[src/rtl/fetch_redirect_unit_pkg.sv]
// Shared constants for the IF-stage fetch/redirect block.
// Also holds the jump-target formation helper used by the PC selector.
package fetch_redirect_unit_pkg;

  localparam int unsigned WORD_W = 32;
  localparam logic [WORD_W-1:0] RESET_PC_DEFAULT = 32'h0000_0000;
  localparam logic [WORD_W-1:0] PC_STEP = 32'd4;

  // J-type target: upper nibble of the delay PC, 26-bit word index, word aligned.
  function automatic logic [WORD_W-1:0] jump_target(input logic [3:0] region,
                                                    input logic [25:0] index);
    return {region, index, 2'b00};
  endfunction

endpackage

[src/rtl/fetch_pc_select.sv]
// Next-PC priority mux: taken branch > jump in ID > hazard hold > sequential.
// Also reports which redirect (if any) fires this cycle.
module fetch_pc_select
  import fetch_redirect_unit_pkg::*;
(
  input  logic [WORD_W-1:0] pc,
  input  logic              pc_write,
  input  logic              ifid_write,
  input  logic              ifid_valid,
  input  logic              id_jump,
  input  logic              exmem_eqbranch,
  input  logic              exmem_neqbranch,
  input  logic              exmem_zero,
  input  logic [WORD_W-1:0] exmem_br_target,
  input  logic [3:0]        jump_region,
  input  logic [25:0]       jump_index,
  output logic [WORD_W-1:0] pc_plus4,
  output logic [WORD_W-1:0] next_pc,
  output logic              br_taken,
  output logic              jmp
);

  logic [WORD_W-1:0] jtgt;

  assign pc_plus4 = pc + PC_STEP;
  assign jtgt     = jump_target(jump_region, jump_index);
  assign br_taken = (exmem_eqbranch & exmem_zero) | (exmem_neqbranch & ~exmem_zero);
  // A jump held in ID by a stall waits until IF/ID is allowed to advance.
  assign jmp      = id_jump & ifid_valid & ifid_write;

  always_comb begin
    next_pc = pc_plus4;
    if (br_taken) begin
      next_pc = exmem_br_target;
    end else if (jmp) begin
      next_pc = jtgt;
    end else if (!pc_write) begin
      next_pc = pc;
    end
  end

endmodule

[src/rtl/fetch_redirect_unit.sv]
// IF stage: owns PC and the IF/ID register, applies hazard stalls and redirects,
// drives flush strobes downstream and keeps saturating stall/flush counters.
module fetch_redirect_unit
  import fetch_redirect_unit_pkg::*;
#(
  parameter logic [31:0] RESET_PC = RESET_PC_DEFAULT,
  parameter int unsigned CNT_W    = 16
) (
  input  logic              clock,
  input  logic              reset,
  output logic [31:0]       imem_addr,
  input  logic [31:0]       imem_instr,
  input  logic              pc_write,
  input  logic              ifid_write,
  input  logic              id_jump,
  input  logic              exmem_eqbranch,
  input  logic              exmem_neqbranch,
  input  logic              exmem_zero,
  input  logic [31:0]       exmem_br_target,
  output logic [31:0]       ifid_instr,
  output logic [31:0]       ifid_pc_plus4,
  output logic              ifid_valid,
  output logic              flush_idex,
  output logic              flush_exmem,
  output logic [CNT_W-1:0]  stall_cnt,
  output logic [CNT_W-1:0]  flush_cnt
);

  localparam logic [CNT_W-1:0] CNT_MAX = '1;
  localparam logic [CNT_W-1:0] CNT_ONE = {{(CNT_W-1){1'b0}}, 1'b1};

  logic [31:0] pc;
  logic [31:0] pc_plus4;
  logic [31:0] next_pc;
  logic        br_taken;
  logic        jmp;
  logic        redirect;
  logic        stall_event;

  fetch_pc_select u_pc_select (
    .pc              (pc),
    .pc_write        (pc_write),
    .ifid_write      (ifid_write),
    .ifid_valid      (ifid_valid),
    .id_jump         (id_jump),
    .exmem_eqbranch  (exmem_eqbranch),
    .exmem_neqbranch (exmem_neqbranch),
    .exmem_zero      (exmem_zero),
    .exmem_br_target (exmem_br_target),
    .jump_region     (ifid_pc_plus4[31:28]),
    .jump_index      (ifid_instr[25:0]),
    .pc_plus4        (pc_plus4),
    .next_pc         (next_pc),
    .br_taken        (br_taken),
    .jmp             (jmp)
  );

  assign imem_addr   = pc;
  assign redirect    = br_taken | jmp;
  // Only stalls that actually hold the PC count; a redirect overrides the stall.
  assign stall_event = ~pc_write & ~redirect;

  // Jumps resolve in ID, so only a taken branch reaches back into ID/EX and EX/MEM.
  assign flush_idex  = br_taken;
  assign flush_exmem = br_taken;

  always_ff @(posedge clock) begin
    if (reset) begin
      pc            <= RESET_PC;
      ifid_instr    <= '0;
      ifid_pc_plus4 <= '0;
      ifid_valid    <= 1'b0;
    end else begin
      pc <= next_pc;
      if (redirect) begin
        ifid_instr    <= '0;
        ifid_pc_plus4 <= '0;
        ifid_valid    <= 1'b0;
      end else if (ifid_write) begin
        ifid_instr    <= imem_instr;
        ifid_pc_plus4 <= pc_plus4;
        ifid_valid    <= 1'b1;
      end
    end
  end

  always_ff @(posedge clock) begin
    if (reset) begin
      stall_cnt <= '0;
      flush_cnt <= '0;
    end else begin
      if (stall_event && stall_cnt != CNT_MAX) begin
        stall_cnt <= stall_cnt + CNT_ONE;
      end
      if (redirect && flush_cnt != CNT_MAX) begin
        flush_cnt <= flush_cnt + CNT_ONE;
      end
    end
  end

endmodule

[config.mk]
export PLATFORM = sky130hd
export DESIGN_NAME = fetch_redirect_unit
export DESIGN_NICKNAME = d
export VERILOG_FILES = /design/src/rtl/fetch_redirect_unit_pkg.sv /design/src/rtl/fetch_pc_select.sv /design/src/rtl/fetch_redirect_unit.sv
export SDC_FILE = /design/constraint.sdc
export NUM_CORES = 1
export LEC_CHECK = 0
export CORE_MARGIN = 8
export CORE_UTILIZATION = 45
export DETAILED_ROUTE_END_ITERATION = 8
export PLACE_DENSITY = 0.81
export SKIP_CTS_REPAIR_TIMING = 1
export SLEW_MARGIN = 20
export SYNTH_ARGS = -nofsm -noshare
export SYNTH_HDL_FRONTEND = slang
export SYNTH_SLANG_ARGS = --single-unit
export TNS_END_PERCENT = 30
[constraint.sdc]
create_clock -name clock -period 2.2 [get_ports clock]
set_input_delay 0.22 -clock clock [delete_from_list [all_inputs] [get_ports clock]]
set_output_delay 0.22 -clock clock [all_outputs]
set_load 0.05 [all_outputs]
=== Yosys cells after proc, flatten, opt, wreduce, memory -nomap -nowiden ===
Cells that the tools add are included.

* Bits of input ports: 72
* Flip-flop bits (word level): 129
* Output and inout bits: 131

* Bitwise logic cells: 10
* Reductions and logical operators: 4
* Multiplexer cells: 3
* $add $sub $neg: 3
* Eq/ne operators: 2

{| class="wikitable"
|+ Operators by type and width
! cell !! number
|-
| 32-bit two-way mux || 3
|-
| 16-bit by 1-bit adder with 16-bit output, second input constant || 2
|-
| 32-bit by 3-bit adder with 32-bit output, second input constant || 1
|-
| 16-bit inequality test, second input constant || 2
|-
| 1-bit bitwise AND || 5
|-
| 1-bit NOT || 3
|-
| 3-bit nonzero test || 1
|-
| 1-bit logical AND || 2
|-
| 1-bit bitwise OR || 2
|-
| 2-bit OR reduction || 1
|}

=== Logic depth before layout (Yosys ltp) ===
Gate-level depths: netlist of run 1.

* Depth after elaboration: 7
* Mapped depth: 8
* Gate-level depth less buffers: 6

=== Cells and area by module ===
A second synthesis of run 1 with hierarchy kept.

* Cell total of the unflattened synthesis: 772
* Area, all modules: 6,633.9 sq um

{| class="wikitable"
|+ Modules (own cells, without submodules)
! module !! seq. area each (sq um) !! cells an instance !! instances !! area an instance (sq um)
|-
| fetch_redirect_unit || 2,582.5 || 474 || 1 || 4,750.8
|-
| fetch_pc_select || 0.0 || 298 || 1 || 1,883.1
|}

=== Least setup slack after synthesis of run 1 ===
No wires, ideal clock.

* Path type: register -> register
* Start point: register pc[13] (netlist: imem_addr[13])
* End point: register pc[26] (netlist: imem_addr[26])
* Cell stages (with the launch flop): 7
* Period minus slack after synthesis: 2,215 ps
* Data required time: 2,113 ps
* Path buffers: 1
* Library setup time: 87 ps
* Path slack: -15 ps
* Arrival: 2,128 ps
* Cells stage by stage: dfxtp_1 > buf_2 > nand4_1 > or2_1 > or4_4 > mux2i_1 > o31ai_1

* Word-level cells in the longest chain between the ends: 4

{| class="wikitable"
|+ RTL lines
! item !! RTL line !! RTL
|-
| from (decl) || fetch_redirect_unit.sv:32 || <nowiki>logic [31:0] pc;</nowiki>
|-
| from (signal assigned) || fetch_redirect_unit.sv:74 || <nowiki>pc <= next_pc;</nowiki>
|-
| 32-bit by 3-bit adder with 32-bit output || fetch_pc_select.sv:25 || <nowiki>assign pc_plus4 = pc + PC_STEP;</nowiki>
|-
| 32-bit two-way mux || fetch_pc_select.sv:37 || <nowiki>end else if (!pc_write) begin</nowiki>
|-
| 32-bit two-way mux || fetch_pc_select.sv:35 || <nowiki>end else if (jmp) begin</nowiki>
|-
| 32-bit two-way mux || fetch_pc_select.sv:33 || <nowiki>if (br_taken) begin</nowiki>
|}

Every way passes these cells. The select of a mux whose other input is x is not followed.
A chain may end at the register's enable or synchronous reset.

=== Final worst setup path of run 1 ===
* Start point: register pc[8] (netlist: imem_addr[8])
* End point: output imem_addr[8]

{| class="wikitable"
|+ RTL lines
! item !! RTL line !! RTL
|-
| to (decl) || fetch_redirect_unit.sv:11 || <nowiki>output logic [31:0] imem_addr,</nowiki>
|}

No word-level cell between the ends.

==> metrics.txt, run 1 <==
Initial Utilization=45.44%; RSZ-0062 raised after global routing=no; TritonRoute pass-1 iters=5; Peak Freq=0.4649 GHz; die height=133.7 µm; Crit path largest cell delay=0.82 ns; Ant. Diodes=0; Vias=6519; fin crit period=2.151 ns; CTS tree=yes; leading area contributor after synthesis=dfxtp_1; Min-Delay Path Class=input pin to register; Slew @ Worst Pin=0.7274 ns; post-route ant nets=0; via/cell ratio=5.734; final period utilization=97.77%; syn avg cell area=8.551 µm²; post-synthesis sequential area ratio=41.43%; clk root buf=clkbuf_16; Synth top area share=41.43%; Setup CP Type=register to output pin; Clock Latency Late Sink=0.42 ns; Cell variety after synth=66; clock buffer depth=2; FF/Latch Area=2584 µm²; PwrDens=758.0 nW/µm²; status=complete, no violations; initial antenna violation count=0; Nets=1019; Rel. slew slack=51.51%; top_reg_cell synth=dfxtp_1; Die Span X=133.7 µm; Pins Over Slew Limit=0; number of synthesis warnings=0; Fin Setup TNS=0 ns; row cnt=43; Setup Viol. Count Final=0; htree depth=4; most common cell after layout, fill and taps aside=clkdlybuf4s50_1; WP data arrival=1.93 ns; Layout area overhead=49.00%; slowest CP cell=clkdlybuf4s50_1; Hold Vio Cnt, Final=0; clock sink count=129; FILL cells=1118; Max IR drop VDD=0.6040 mV; ys async rst share=0%; Initial DRC Count=552; WL final=21.41 mm; Crit Path Max Fanout=6; Seq cells post-synth=129; clk_skew=0.004293 ns; area of the core=13720 µm²; Startpoint Class=register; largest net degree at the start of global routing=55; ratio of cells with drive above 1 in the final layout=10.14%; area of the multi-input gates=3388 µm²; Post-synth EDFFs=0; pre-CTS setup slack=0.02190 ns; max cap viols=0; grt ovf=0; CP cell instances=buf_4 -> clkdlybuf4s50_1; number of global-route vias before repair=6357; routability congestion estimate from global placement=0.8628; global-route usage over all layers=23.98%; largest cells by area after synthesis=dfxtp_1 41%, mux2i_1 6.6%, nor2_1 6.2%, xor2_1 4.2%, a21oi_1 4.2%; Worst-path clk slew=0.06 ns; Post-Synthesis Cell Area=6233 µm²; DRC violations left=0; Leak=0.003419 µW; Final WS setup=0.04913 ns; crit end category=output pin; first-pass GRT wire length=34.12 mm; commonest non-fill, non-tap cells in the layout=198 x clkdlybuf4s50_1, 128 x dfxtp_1, 103 x nor2_1; Syn Nets=804; # IOs=203; placed wire-length estimate=15.72 mm; Worst EP required=1.98 ns; WL per Instance=18.83 µm; area of the die=17870 µm²; total CTS buffers=17; Cells after Synth=729; Port Buffers=202
==> layer usage <==
layer	vias to the layer above	GRT usage, %	share of wire [%]
met2	280	39.63	48
met1	3108	28.32	41
li1	3091	-	-
met3	40	7.530	8.6
met5	-	0	0
met4	0	9.545	2.6
==> logic make-up after synthesis <==
group | after synthesis | share of synthesized area (%)
buffers and inverters | 61 | 4.356
AND/OR/NAND/NOR | 270 | 21.70
XOR/XNOR | 51 | 7.166
AO/OA/AOI/OAI | 173 | 17.80
flip-flops | 129 | 41.43
multiplexers | 42 | 6.945
adder cells (fa/ha/maj) | 3 | 0.6022
==> registers in the layout, summed over array words and instances, names as in the netlist <==
register and cells:
imem_addr 32, flush_cnt 16, ifid_valid 1, ifid_instr 32
stall_cnt 16, ifid_pc_plus4 32
==> cell usage after synthesis (2+ instances only) <==
cell	number
dfxtp_1	129
nor2_1	103
a21oi_1	52
mux2i_1	41
nand2_1	41
o21ai_0	38
clkbuf_1	34
xor2_1	30
nand3_1	29
nand4_1	26
xnor2_1	21
a211oi_1	20
nor4_1	13
nor3_1	11
and3_1	10
inv_1	9
and4_1	8
buf_2	7
buf_4	7
or3_1	7
a22oi_1	6
a31oi_1	6
nand2b_1	6
o211ai_1	6
o31a_1	5
a211o_1	4
o21a_1	4
o22ai_1	4
a21o_1	3
a222oi_1	3
and2_1	3
ha_1	3
a311oi_1	2
buf_1	2
o2111ai_1	2
o21ai_2	2
o31ai_1	2
o32ai_1	2
==> final timing paths <==
kind,cells after the start,from,end,slack [ns]
max,2,imem_addr[8],imem_addr[8],0.05
min,3,ifid_write,ifid_valid,0.08
max reg2reg,5,imem_addr[6],ifid_pc_plus4[23],0.17
min reg2reg,2,ifid_pc_plus4[22],ifid_pc_plus4[22],0.48
==> power breakdown <==
group / internal [µW] / switching, µW / leakage, µW / total (µW)
logic: 507 / 785 / 0.00204 / 1290
clock network: 2180 / 1030 / 0.000327 / 3200
registers: 2440 / 105 / 0.00105 / 2550
==> through the flow <==
step	utilization [%]	cells	hold WS (ns)	instance area [µm²]	power, µW
final	67.70	1137	0.07668	9288	7040
after global routing	67.70	1137	0.08201	9288	7270
after CTS	67.65	1137	0.06380	9281	7054
after detailed placement	62.78	1105	0.4690	8613	3873
after global placement	62.78	1105	0.4592	8613	3856
after floorplan	-	729	0.3560	6235	3343
==> final cells by class <==
| type | instances | share of cell area, % |
|---|---|---|
| timing repair buffer | 247 | 25.68 |
| tap | 180 | 2.425 |
| sequential | 129 | 27.82 |
| clock buffer | 21 | 4.958 |
| inverter | 10 | 0.4041 |
| multi-input combinational | 539 | 36.48 |
| clock inverter | 11 | 2.236 |
==> critical path: cells and delay by family, from the launching register on <==
kind	cells	cell delay, ns
buffers and inverters	2	1.03
DFF	1	0.47
(Power assumes the default switching activity.)
==> inputs of run 2 (changes only) <==
Settings changed: PLACE_DENSITY 0.81 to 0.78.
==> run 2 against run 1 <==
Against the previous run:
- combinational power barely moved
- sequential power about the same
- largest cell class unchanged
- power is 7.7% lower
- highest routed layer is now met5
- critical path type unchanged
==> metrics.txt, run 2 (synthesized netlist as in run 1, its figures left out) <==
Final WS setup=0.1958 ns (was 0.04913 ns); grt ovf=0 (unchanged); die height=133.7 µm (unchanged); FILL cells=1160 (was 1118); crit end category=output pin (unchanged); status=complete, no violations (unchanged); TritonRoute pass-1 iters=5 (unchanged); Setup crit start=imem_addr[27] (was imem_addr[8]); Ant. Diodes=0 (unchanged); Worst-path clk slew=0.05 ns (was 0.06 ns); slowest CP cell=clkdlybuf4s50_1 (unchanged); clk root buf=clkbuf_16 (unchanged); power after layout=6498 µW (was 7040 µW); number of global-route vias before repair=6210 (was 6357); global-route usage over all layers=23.16% (was 23.98%); Setup Viol. Count Final=0 (unchanged); Peak Freq=0.4990 GHz (was 0.4649 GHz); WL per Instance=18.47 µm (was 18.83 µm); area of the multi-input gates=3382 µm² (was 3388 µm²); FF/Latch Area=2584 µm² (unchanged); FF-to-FF End=ifid_pc_plus4[25] (was ifid_pc_plus4[23]); post-route ant nets=0 (unchanged); Top Family by Delay on Critical Path=buffers and inverters (unchanged); Clock Latency Late Sink=0.42 ns (about the same); DRC violations left=0 (unchanged); CTS tree=yes (unchanged); total CTS buffers=17 (unchanged); Crit path largest cell delay=0.88 ns (was 0.82 ns); Min-Delay Path Class=input pin to register (unchanged); Crit Path Max Fanout=7 (was 6); # IOs=203 (unchanged); CP cell instances=clkdlybuf4s50_1 (was buf_4 -> clkdlybuf4s50_1); area of the core=13720 µm² (unchanged); reg2reg start=imem_addr[8] (was imem_addr[6]); Worst EP required=1.98 ns (about the same); Pins Over Slew Limit=0 (unchanged); worst path bufs/invs=1 (was 2); Rel. slew slack=39.76% (was 51.51%); largest net degree at the start of global routing=74 (was 55); htree depth=4 (unchanged); Layout area overhead=47.21% (was 49.00%); Nets=1021 (was 1019); area of the die=17870 µm² (unchanged); Slew @ Worst Pin=0.9036 ns (was 0.7274 ns); final core occ=66.89% (was 67.70%); Vias=6454 (was 6519); clk_skew=0.009070 ns (was 0.004293 ns); CP Capture Point=imem_addr[27] (was imem_addr[8]); first-pass GRT wire length=33.09 mm (was 34.12 mm); Max IR drop VDD=0.4709 mV (was 0.6040 mV); most common cell after layout, fill and taps aside=clkdlybuf4s50_1 (unchanged); PwrDens=708.1 nW/µm² (was 758.0 nW/µm²); clock sink count=129 (unchanged); via/cell ratio=5.676 (was 5.734); RSZ-0062 raised after global routing=no (unchanged); final period utilization=91.10% (was 97.77%); reg2reg setup slack=0.23 ns (was 0.17 ns); Stages on worst setup path=1 (was 2); placed wire-length estimate=15.67 mm (was 15.72 mm); initial antenna violation count=1 (was 0); Register-to-Register Path Depth=5 (unchanged); row cnt=43 (unchanged); Leak=0.003389 µW (was 0.003419 µW); commonest non-fill, non-tap cells in the layout=197 x clkdlybuf4s50_1, 128 x dfxtp_1, 103 x nor2_1 (was 198 x clkdlybuf4s50_1, 128 x dfxtp_1, 103 x nor2_1); ratio of cells with drive above 1 in the final layout=9.927% (was 10.14%); max cap viols=0 (unchanged); clock buffer depth=2 (unchanged); Port Buffers=202 (unchanged); Hold Vio Cnt, Final=0 (unchanged); WP data arrival=1.78 ns (was 1.93 ns); Initial Utilization=45.44% (unchanged); Setup CP Type=register to output pin (unchanged); Die Span X=133.7 µm (unchanged); fin crit period=2.004 ns (was 2.151 ns); Fin Setup TNS=0 ns (unchanged); Initial DRC Count=533 (was 552); Startpoint Class=register (unchanged); WL final=21.00 mm (was 21.41 mm); pre-CTS setup slack=0.05601 ns (was 0.02190 ns); routability congestion estimate from global placement=0.8793 (was 0.8628)
-- run 2: cell types whose count changed in the layout (fill, tap and decap cells not counted), sizes merged --
cell           change
clkbuf             +4
dlymetal6s2s       +1
buf                +2
clkdlybuf4s50      -1
clkinv             -1
bufinv             -5
-- run 2: how the worst min path moves through the flow --
stage	startpoint	end	cells past startpoint	slack, ns
floorplan	exmem_br_target[2]	imem_addr[2]	2	0.36
global placement	ifid_pc_plus4[25]	ifid_pc_plus4[25]	2	0.46
detailed placement	ifid_pc_plus4[23]	ifid_pc_plus4[23]	2	0.47
CTS	ifid_write	ifid_pc_plus4[19]	2	0.15
global route	ifid_write	ifid_pc_plus4[24]	2	0.17
finish	ifid_write	ifid_pc_plus4[31]	2	0.18
-- run 2: layout make-up --
cell class              instances  share of cell area (%)
clock buffers                  25                   5.509
clock inverters                 5                  0.5727
inverters                      10                  0.4091
multi-input cells             539                   36.86
flip-flops and latches        129                   28.16
well taps                     180                   2.454
repair buffers                249                   26.04
-- run 2: where the power goes --
group          leakage [µW]  internal, µW  total [µW]  switching, µW
clock              0.000275          1680        2660            979
sequential          0.00105          2440        2550            104
combinational       0.00206           506        1290            782
-- run 2: through the flow --
stage          area (µm²)  hold slack (ns)  instances
5_1_grt              9176           0.1701       1137
6_report             9176           0.1790       1137
3_5_place_dp         8616           0.4675       1107
4_1_cts              9174           0.1526       1137
3_3_place_gp         8616           0.4588       1107
2_1_floorplan        6235           0.3560        729
-- run 2: metal layers --
layer	up-vias	part of all wire, %	track usage (%)
met1	3043	42	28.32
li1	3074	-	-
met4	2	2.5	9.295
met3	37	9.4	7.982
met2	298	46	36.53
met5	-	0.062	0
